File: src/rtl/game_sequencer.sv
// game_sequencer
//   Plays one N x N tic-tac-toe game by driving a single shared move-maker
//   (req/ready/valid handshake) for both players. The target side alternates
//   every accepted move, the current boards are fed back to the move-maker,
//   and the position is judged for win/draw after every move.
//
//   Optional feature macro: GAME_SEQ_MOVE_CHECK_EN
//     defined   - every returned move is checked for legality; an illegal
//                 move aborts the game with error=1 and the boards untouched.
//     undefined - returned boards are accepted as-is; error only follows
//                 mt_error.
//
// Ports
//   clk, reset            system clock, synchronous active-high reset
//   start, first_a        start a game / side A moves first (sampled in IDLE)
//   init_a, init_b        initial boards, bit index = row*N+col
//   mt_ready              move-maker idle
//   mt_req, mt_target_a   one-cycle move request, side to play for
//   mt_board_a/b          current boards presented to the move-maker
//   mt_valid, mt_error    move-maker result pulse / no move found
//   mt_a_in, mt_b_in      boards returned by the move-maker
//   busy, done            game in progress / one-cycle end-of-game pulse
//   result                0 none, 1 A wins, 2 B wins, 3 draw
//   error                 game aborted
//   board_a, board_b      current/final boards
//   moves                 moves accepted this game
module game_sequencer #(
  parameter  int N  = 3,
  localparam int CW = $clog2(N*N+1)
) (
  input  logic           clk,
  input  logic           reset,
  input  logic           start,
  input  logic           first_a,
  input  logic [N*N-1:0] init_a,
  input  logic [N*N-1:0] init_b,
  input  logic           mt_ready,
  output logic           mt_req,
  output logic           mt_target_a,
  output logic [N*N-1:0] mt_board_a,
  output logic [N*N-1:0] mt_board_b,
  input  logic           mt_valid,
  input  logic           mt_error,
  input  logic [N*N-1:0] mt_a_in,
  input  logic [N*N-1:0] mt_b_in,
  output logic           busy,
  output logic           done,
  output logic [1:0]     result,
  output logic           error,
  output logic [N*N-1:0] board_a,
  output logic [N*N-1:0] board_b,
  output logic [CW-1:0]  moves
);

  localparam int NN = N*N;

  typedef enum logic [2:0] {
    S_IDLE,
    S_JUDGE,
    S_REQ,
    S_WAIT,
    S_DONE
  } state_t;

  state_t          state_q;
  logic            turn_q;
  logic            mt_req_q;
  logic            mt_target_a_q;
  logic            busy_q;
  logic            done_q;
  logic [1:0]      result_q;
  logic            error_q;
  logic [NN-1:0]   board_a_q;
  logic [NN-1:0]   board_b_q;
  logic [CW-1:0]   moves_q;

  logic            a_line;
  logic            b_line;
  logic            full;
  logic            move_ok;

  // True when b owns every cell of at least one row, column or diagonal.
  // Masks are built by shifting so no variable bit-select is needed.
  function automatic logic has_line(input logic [NN-1:0] b);
    logic [NN-1:0] m_row, m_col, m_diag, m_anti;
    logic          hit;
    hit    = 1'b0;
    m_diag = '0;
    m_anti = '0;
    for (int unsigned i = 0; i < N; i++) begin
      m_row = '0;
      m_col = '0;
      for (int unsigned j = 0; j < N; j++) begin
        m_row |= NN'(1) << (i*N + j);
        m_col |= NN'(1) << (j*N + i);
      end
      hit |= ((b & m_row) == m_row) | ((b & m_col) == m_col);
      m_diag |= NN'(1) << (i*N + i);
      m_anti |= NN'(1) << (i*N + N - 1 - i);
    end
    hit |= ((b & m_diag) == m_diag) | ((b & m_anti) == m_anti);
    return hit;
  endfunction

  always_comb begin
    a_line = has_line(board_a_q);
    b_line = has_line(board_b_q);
    full   = &(board_a_q | board_b_q);
  end

`ifdef GAME_SEQ_MOVE_CHECK_EN
  logic [NN-1:0] mov_old, mov_new, oth_old, oth_new, gain;

  // Legal move: mover keeps all its cells and gains exactly one (single set
  // bit test via gain & (gain-1)), opponent unchanged, no cell shared.
  always_comb begin
    mov_old = turn_q ? board_a_q : board_b_q;
    mov_new = turn_q ? mt_a_in   : mt_b_in;
    oth_old = turn_q ? board_b_q : board_a_q;
    oth_new = turn_q ? mt_b_in   : mt_a_in;
    gain    = mov_new & ~mov_old;
    move_ok = ((mov_new & mov_old) == mov_old) &&
              (gain != '0) &&
              ((gain & (gain - NN'(1))) == '0) &&
              (oth_new == oth_old) &&
              ((mt_a_in & mt_b_in) == '0);
  end
`else
  always_comb begin
    move_ok = 1'b1;
  end
`endif

  always_ff @(posedge clk) begin
    if (reset) begin
      state_q       <= S_IDLE;
      turn_q        <= 1'b0;
      mt_req_q      <= 1'b0;
      mt_target_a_q <= 1'b0;
      busy_q        <= 1'b0;
      done_q        <= 1'b0;
      result_q      <= 2'd0;
      error_q       <= 1'b0;
      board_a_q     <= '0;
      board_b_q     <= '0;
      moves_q       <= '0;
    end else begin
      mt_req_q <= 1'b0;
      done_q   <= 1'b0;
      case (state_q)
        S_IDLE: begin
          if (start) begin
            board_a_q <= init_a;
            board_b_q <= init_b;
            turn_q    <= first_a;
            result_q  <= 2'd0;
            error_q   <= 1'b0;
            moves_q   <= '0;
            busy_q    <= 1'b1;
            state_q   <= S_JUDGE;
          end
        end
        S_JUDGE: begin
          // A is checked first so it wins if both sides hold a line.
          if (a_line) begin
            result_q <= 2'd1;
            done_q   <= 1'b1;
            state_q  <= S_DONE;
          end else if (b_line) begin
            result_q <= 2'd2;
            done_q   <= 1'b1;
            state_q  <= S_DONE;
          end else if (full) begin
            result_q <= 2'd3;
            done_q   <= 1'b1;
            state_q  <= S_DONE;
          end else begin
            state_q <= S_REQ;
          end
        end
        S_REQ: begin
          if (mt_ready) begin
            mt_req_q      <= 1'b1;
            mt_target_a_q <= turn_q;
            state_q       <= S_WAIT;
          end
        end
        S_WAIT: begin
          if (mt_valid) begin
            if (mt_error || !move_ok) begin
              error_q <= 1'b1;
              done_q  <= 1'b1;
              state_q <= S_DONE;
            end else begin
              board_a_q <= mt_a_in;
              board_b_q <= mt_b_in;
              moves_q   <= moves_q + CW'(1);
              turn_q    <= ~turn_q;
              state_q   <= S_JUDGE;
            end
          end
        end
        S_DONE: begin
          busy_q  <= 1'b0;
          state_q <= S_IDLE;
        end
        default: state_q <= S_IDLE;
      endcase
    end
  end

  assign mt_req      = mt_req_q;
  assign mt_target_a = mt_target_a_q;
  assign mt_board_a  = board_a_q;
  assign mt_board_b  = board_b_q;
  assign busy        = busy_q;
  assign done        = done_q;
  assign result      = result_q;
  assign error       = error_q;
  assign board_a     = board_a_q;
  assign board_b     = board_b_q;
  assign moves       = moves_q;

endmodule

File: config.mk
export PLATFORM = sky130hd
export DESIGN_NAME = game_sequencer
export DESIGN_NICKNAME = d
export VERILOG_FILES = /design/src/rtl/game_sequencer.sv
export SDC_FILE = /design/constraint.sdc
export NUM_CORES = 1
export LEC_CHECK = 0
export CELL_PAD_IN_SITES_DETAIL_PLACEMENT = 1
export CELL_PAD_IN_SITES_GLOBAL_PLACEMENT = 2
export CORE_ASPECT_RATIO = 1.25
export CORE_MARGIN = 10
export CORE_UTILIZATION = 21
export CTS_BUF_LIST = sky130_fd_sc_hd__clkbuf_4
export CTS_CLUSTER_SIZE = 28
export DETAILED_ROUTE_END_ITERATION = 10
export PLACE_DENSITY_LB_ADDON = 0.1
export REMOVE_ABC_BUFFERS = 1
export SETUP_SLACK_MARGIN = 0.1
export SLEW_MARGIN = 20
export SYNTH_ARGS = -nofsm -noshare
export SYNTH_HDL_FRONTEND = slang
export SYNTH_SLANG_ARGS = --single-unit
File: constraint.sdc
create_clock -name clk -period 2.4 [get_ports clk]
set_input_delay 0.48 -clock clk [delete_from_list [all_inputs] [get_ports clk]]
set_output_delay 0.48 -clock clk [all_outputs]
set_load 0.005 [all_outputs]
==> metrics.md <==
| Metric | Value |
|---|---|
| Via-to-Cell Ratio | 4.925 |
| Rows | 36 |
| Worst-skew pair later-pin latency | 0.34 ns |
| Number of setup buffers added after CTS | 0 |
| Crit Path Class | in -> reg |
| Post-synthesis sequential area ratio | 38.29% |
| Yosys warns | 0 |
| Lkg Pwr | 0.0009855 µW |
| Routed length per instance | ~18 µm |
| Residual DRC | 0 |
| CTS tree | built |
| Library cells used by synthesis | 37 |
| TritonCTS Buffers | 5 |
| Die Height | between 100 and 150 µm |
| Commonest cells after routing, fill and taps aside | clkdlybuf4s50_1, nand2_1, dfxtp_1 |
| Final ANT Viol Nets | 0 |
| Hold crit path type | reg -> reg |
| CP max stage delay | 0.50 ns |
| Skew final | roughly 0.0060 ns |
| Hold_sp | busy$_SDFFE_PP0P_ |
| # setup viols final | 0 |
| Max Cap Viol | 0 |
| Time the worst path needs with I/O delays and setup | 1.976 ns |
| Status | finished, final reports clean |
| Async SR Flop Fraction | 0% |
| Crit path cell chain | clkdlybuf4s50_1, or3b_4, a21o_1, or4_1, a21oi_1 |
| Syn Area/Cell | 7.879 µm² |
| Initial core utilization | a little over a fifth |
| Worst path arrival time | 2.25 ns |
| Initial DRC count | 63 |
| Initial antenna violation count | 0 |
| P per Cell Area | 614.0 nW/µm² |
| Reg2reg start | state_q[0]$_SDFFE_PP0P_ |
| Fmax | 506.0 MHz |
| VDD IR max | 0.2272 mV |
| Largest net degree at the start of global routing | 21 |
| Fin nets | 337 |
| Layout cells sized above 1 | 7.143% |
| Synth Flop Type | dfxtp_1 |
| First-pass GRT wire length | 11,360 µm |
| Antenna diodes | 0 |
| Slowest-stage cell, CP | or4_1 |
| Tcrit/Tclk final | roughly 82% |
| Grt ovf | 0 |
| Root buffer cell | clkbuf_4 |
| Critical path's top delay family | simple AND/OR/NAND/NOR gates |
| Routability cong. | 0.6887 |
| Final HPWL DP | 5487 µm |
| Worst path required time | 2.68 ns |
| # port buffers | 89 |
| Die X-Extent | 101.1 µm |
| Routed WL | 7145 µm |
| Total track usage | 11.56% |
| Placeable core area | 7883 µm² |
| # H-tree levels | 2 |
| Critical Path Source Type | input pin |
| Number of fill cells in the layout | 942 |
| Pins Over Slew Limit | 0 |
| CTS Hold Bufs | 0 |
| CP Launch Point | start |
| Clock buffer depth | 2 |
| CP endpoint kind | flop |
| CTS clock-pin slew for the worst setup and hold paths | 0.11 ns |
| I/O pin cnt | 90 |
| # resized after CTS | 0 |
| Worst Path Buf+Inv | 1 |
| Hold violation count in the final report | 0 |
| Die area | 12,260 µm² |
| P&R area growth vs syn | 57.65% |
| RSZ-0062 raised after global routing | false |
| Worst Tran Pin Value | 0.5368 ns |
| Final Util | 34.51% |
| CP Max Fanout | 4 |
| Most common cell after layout, fill and taps aside | clkdlybuf4s50_1 |
| Via Count | 1,916 |
| Yosys reg bits | 33 |
| Syn Inst Count | around 220 |
| Setup TNS Final | 0 ns |
| Vias in the first global route | a little over 2,000 |
| CTS Sinks | 33 |
| Max_slew headroom | 64.17% |
| Post-Syn Area | 1725 µm² |
| DR pass1 iterations | 4 |
| Post-synth EDFFs | 0 |
logic make-up after synthesis:
logic type / count (synthesis) / share of synthesized area, %
AO/OA/AOI/OAI: 59 / 25.67
adder cells (fa/ha/maj): 1 / 0.7250
buffers and inverters: 36 / 12.04
flip-flops: 33 / 38.29
multiplexers: 1 / 0.5802
AND/OR/NAND/NOR: 89 / 22.70
worst reg2reg max path, delay by kind of cell, from the launching register on:
family,cells,cell delay (ns)
AOI/OAI and AO/OA,2,0.37
DFF,1,0.49
and+or+nand+nor,2,1.01
worst paths after layout:
| check | endpoint | slack (ns) | cells past startpoint |
|---|---|---|---|
| worst min-delay path | busy$_SDFFE_PP0P_ | 0.50 | 2 |
| worst max register to register | moves[3]$_SDFFE_PP0P_ | 0.47 | 4 |
| worst min register to register | busy$_SDFFE_PP0P_ | 0.50 | 2 |
| worst max-delay path | moves[3]$_SDFFE_PP0P_ | 0.42 | 5 |
stage by stage:
stage / cell area [µm²] / hold slack (ns) / setup slack (ns) / power (µW) / instances
2_1_floorplan: 1529 / 0.4435 / -0.3422 / 940.2 / 186
3_3_place_gp: 2670 / 0.4773 / 0.1021 / 1381 / 381
3_5_place_dp: 2670 / 0.4876 / 0.08355 / 1387 / 381
4_1_cts: 2720 / 0.5031 / 0.4456 / 1708 / 389
5_1_grt: 2720 / 0.5260 / 0.3430 / 1794 / 389
6_report: 2720 / 0.5003 / 0.4237 / 1670 / 389
synthesized netlist by cell type, drive strengths merged (2+ instances only):
master	instances	share of area (%)
clkbuf	11	2.4
buf	22	9.0
nand2	44	9.6
a21o	2	0.87
a211oi	4	1.7
nor2	26	5.7
a311oi	19	9.6
nor3	4	1.2
o22ai	3	1.1
o21ai	3	0.87
nand4b	2	1.0
a31oi	2	0.73
a22oi	4	1.7
inv	3	0.65
nand3	3	0.87
a21oi	10	2.9
dfxtp	33	38
a22o	6	3.0
report_power, final:
| group | switching [µW] | internal [µW] | total [µW] |
|---|---|---|---|
| registers | 127 | 617 | 743 |
| logic | 241 | 376 | 617 |
| clock network | 204 | 106 | 310 |
| total | 572 | 1100 | 1670 |
metal layers:
layer / vias to the layer above / GRT usage [%] / part of all wire, %
met5: - / 0 / 0
met3: 5 / 4.900 / 8.1
met1: 929 / 12.67 / 41
met2: 56 / 20.03 / 50
li1: 926 / - / -
met4: 0 / 2.618 / 0.88
state kept, by name (all words and copies together), names as in the netlist:
signal,cells
busy,1
error,1
done,1
result,2
moves,4
board_b,9
state_q,3
mt_target_a,1
mt_req,1
board_a,9
turn_q,1
final cells by class:
| type | instances | area [µm²] | area share [%] |
|---|---|---|---|
| Clock buffer | 5 | 37.54 | 1.380 |
| Clock inverter | 3 | 12.51 | 0.4600 |
| Inverter | 3 | 11.26 | 0.4140 |
| Multi-Input combinational cell | 150 | 868.3 | 31.92 |
| Sequential cell | 33 | 660.6 | 24.29 |
| Tap cell | 95 | 118.9 | 4.370 |
| Timing Repair Buffer | 100 | 1011 | 37.17 |
Power figures use the tool's default switching activity.
==> RTL edit: new RTL, same flow settings <==
Encoding of `state_t`: now one-hot (5 bits for 5 states).
--- a/src/rtl/game_sequencer.sv
+++ b/src/rtl/game_sequencer.sv
@@ -56,8 +56,8 @@
 
-  typedef enum logic [2:0] {
-    S_IDLE,
-    S_JUDGE,
-    S_REQ,
-    S_WAIT,
-    S_DONE
+  typedef enum logic [4:0] {
+    S_IDLE  = 5'b00001,
+    S_JUDGE = 5'b00010,
+    S_REQ   = 5'b00100,
+    S_WAIT  = 5'b01000,
+    S_DONE  = 5'b10000
   } state_t;
Formal check against the unedited RTL: no difference found for any inputs over 10 cycles, from zero or initial values and one cycle with reset high; not proved beyond that.
==> RTL edit against the unedited design <==
Final area is 8.0% higher; synthesized area grew 16%; global-route usage down 1.1 points; worst setup slack better by 0.089 ns; largest power group unchanged; sequential cell count up 2; largest cell class is now multi-input combinational cells; fmax up 4.7%; wire length down 1.8%; total power increased by 8.0%.
==> RTL edit: results <==
set metrics [dict create \
    multi_input_area_share_pct 36.1 \
    cpPeakStageDelay_ns 0.57 \
    p_comb_share_pct 37.8 \
    synth_cell_types 45 \
    clk_share_pct 1.96 \
    inverters 1 \
    rrSetupSlack_ns 0.58 \
    crit_end "board_b[6]" \
    wl_met1_mm 2.82 \
    track_usage_pct 10.4 \
    n_clock_buffer 7 \
    cp-startpoint "board_b[6]" \
    wl_met3_um 554 \
    seq_share_pct 23.9 \
    cp.arrival_ns 1.41 \
    synth.most_common_cell "dfxtp_1" \
    skew_ns 0.0174 \
    grt_max_degree 24 \
    synthCells 207 \
    preCtsSetupSlack_ns 0.351 \
    placed_cell_area_mm2 0.00288 \
    crit_fanout 7 \
    place_congestion 0.707 \
    yosys-top-cells-area "dfxtp_1, mux2i_1, a211oi_2" \
    power_switching_uw 609 \
    wl_mm 7.02 \
    layout-drive-gt1-share_pct 13.2 \
    buf_share_pct 32.7 \
    outcome "finished, final reports clean" \
    cpLargestDelayFamily "buffers and inverters" \
    seqCellArea_um2 701 \
    power.density_mw_per_mm2 614 \
    nonClockBufferCount 95 \
    crit_path_top_delay_cell "clkdlybuf4s50_1" \
    dp_cells 395 \
    r2r_start "state_q[3]" \
    via_count 1808 \
    worstSkewPairLatency_ns 0.34 \
    holdCritStartpoint "error" \
    nMultiInputCombCells 141 \
    drtIter0Drc 23 \
    grt_pass1_vias 2051 \
    maxUsedRoutingLayer "met4" \
    leakagePower_uw 0.000974 \
    slew_headroom_pct 57.0 \
    whs_ns 0.474 \
    reg2reg_depth 5 \
    nets 323 \
    routed-wl-met2_mm 3.57 \
    fillers 1064 \
    min_to "error" \
]
## RTL edit: changes by cell type after synthesis, sizes merged, moves of 5 or more
| cell | unedited run | this run |
|---|---|---|
| nand2 | 44 | 5 |
| a311oi | 19 | 0 |
| mux2i | 1 | 19 |
| a211oi | 4 | 19 |
| clkbuf | 11 | 3 |
| buf | 22 | 27 |
| nor2 | 26 | 31 |
## RTL edit: cell families (layout without fill, tap and decap cells)
family / Yosys count / in the layout / share of synthesized area [%]
flip-flops: 35 / 35 / 35.0
AO/OA/AOI/OAI: 58 / 58 / 23.6
AND/OR/NAND/NOR: 59 / 59 / 17.4
buffers and inverters: 31 / 104 / 12.0
XOR/XNOR: 3 / 3 / 1.31
multiplexers: 20 / 20 / 10.1
adder cells (fa/ha/maj): 1 / 1 / 0.625
## RTL edit: routing by layer
layer	vias up	track usage [%]
met5	-	0
met4	0	3.07
met3	6	4.37
met2	56	18.4
met1	857	11.1
li1	889	-
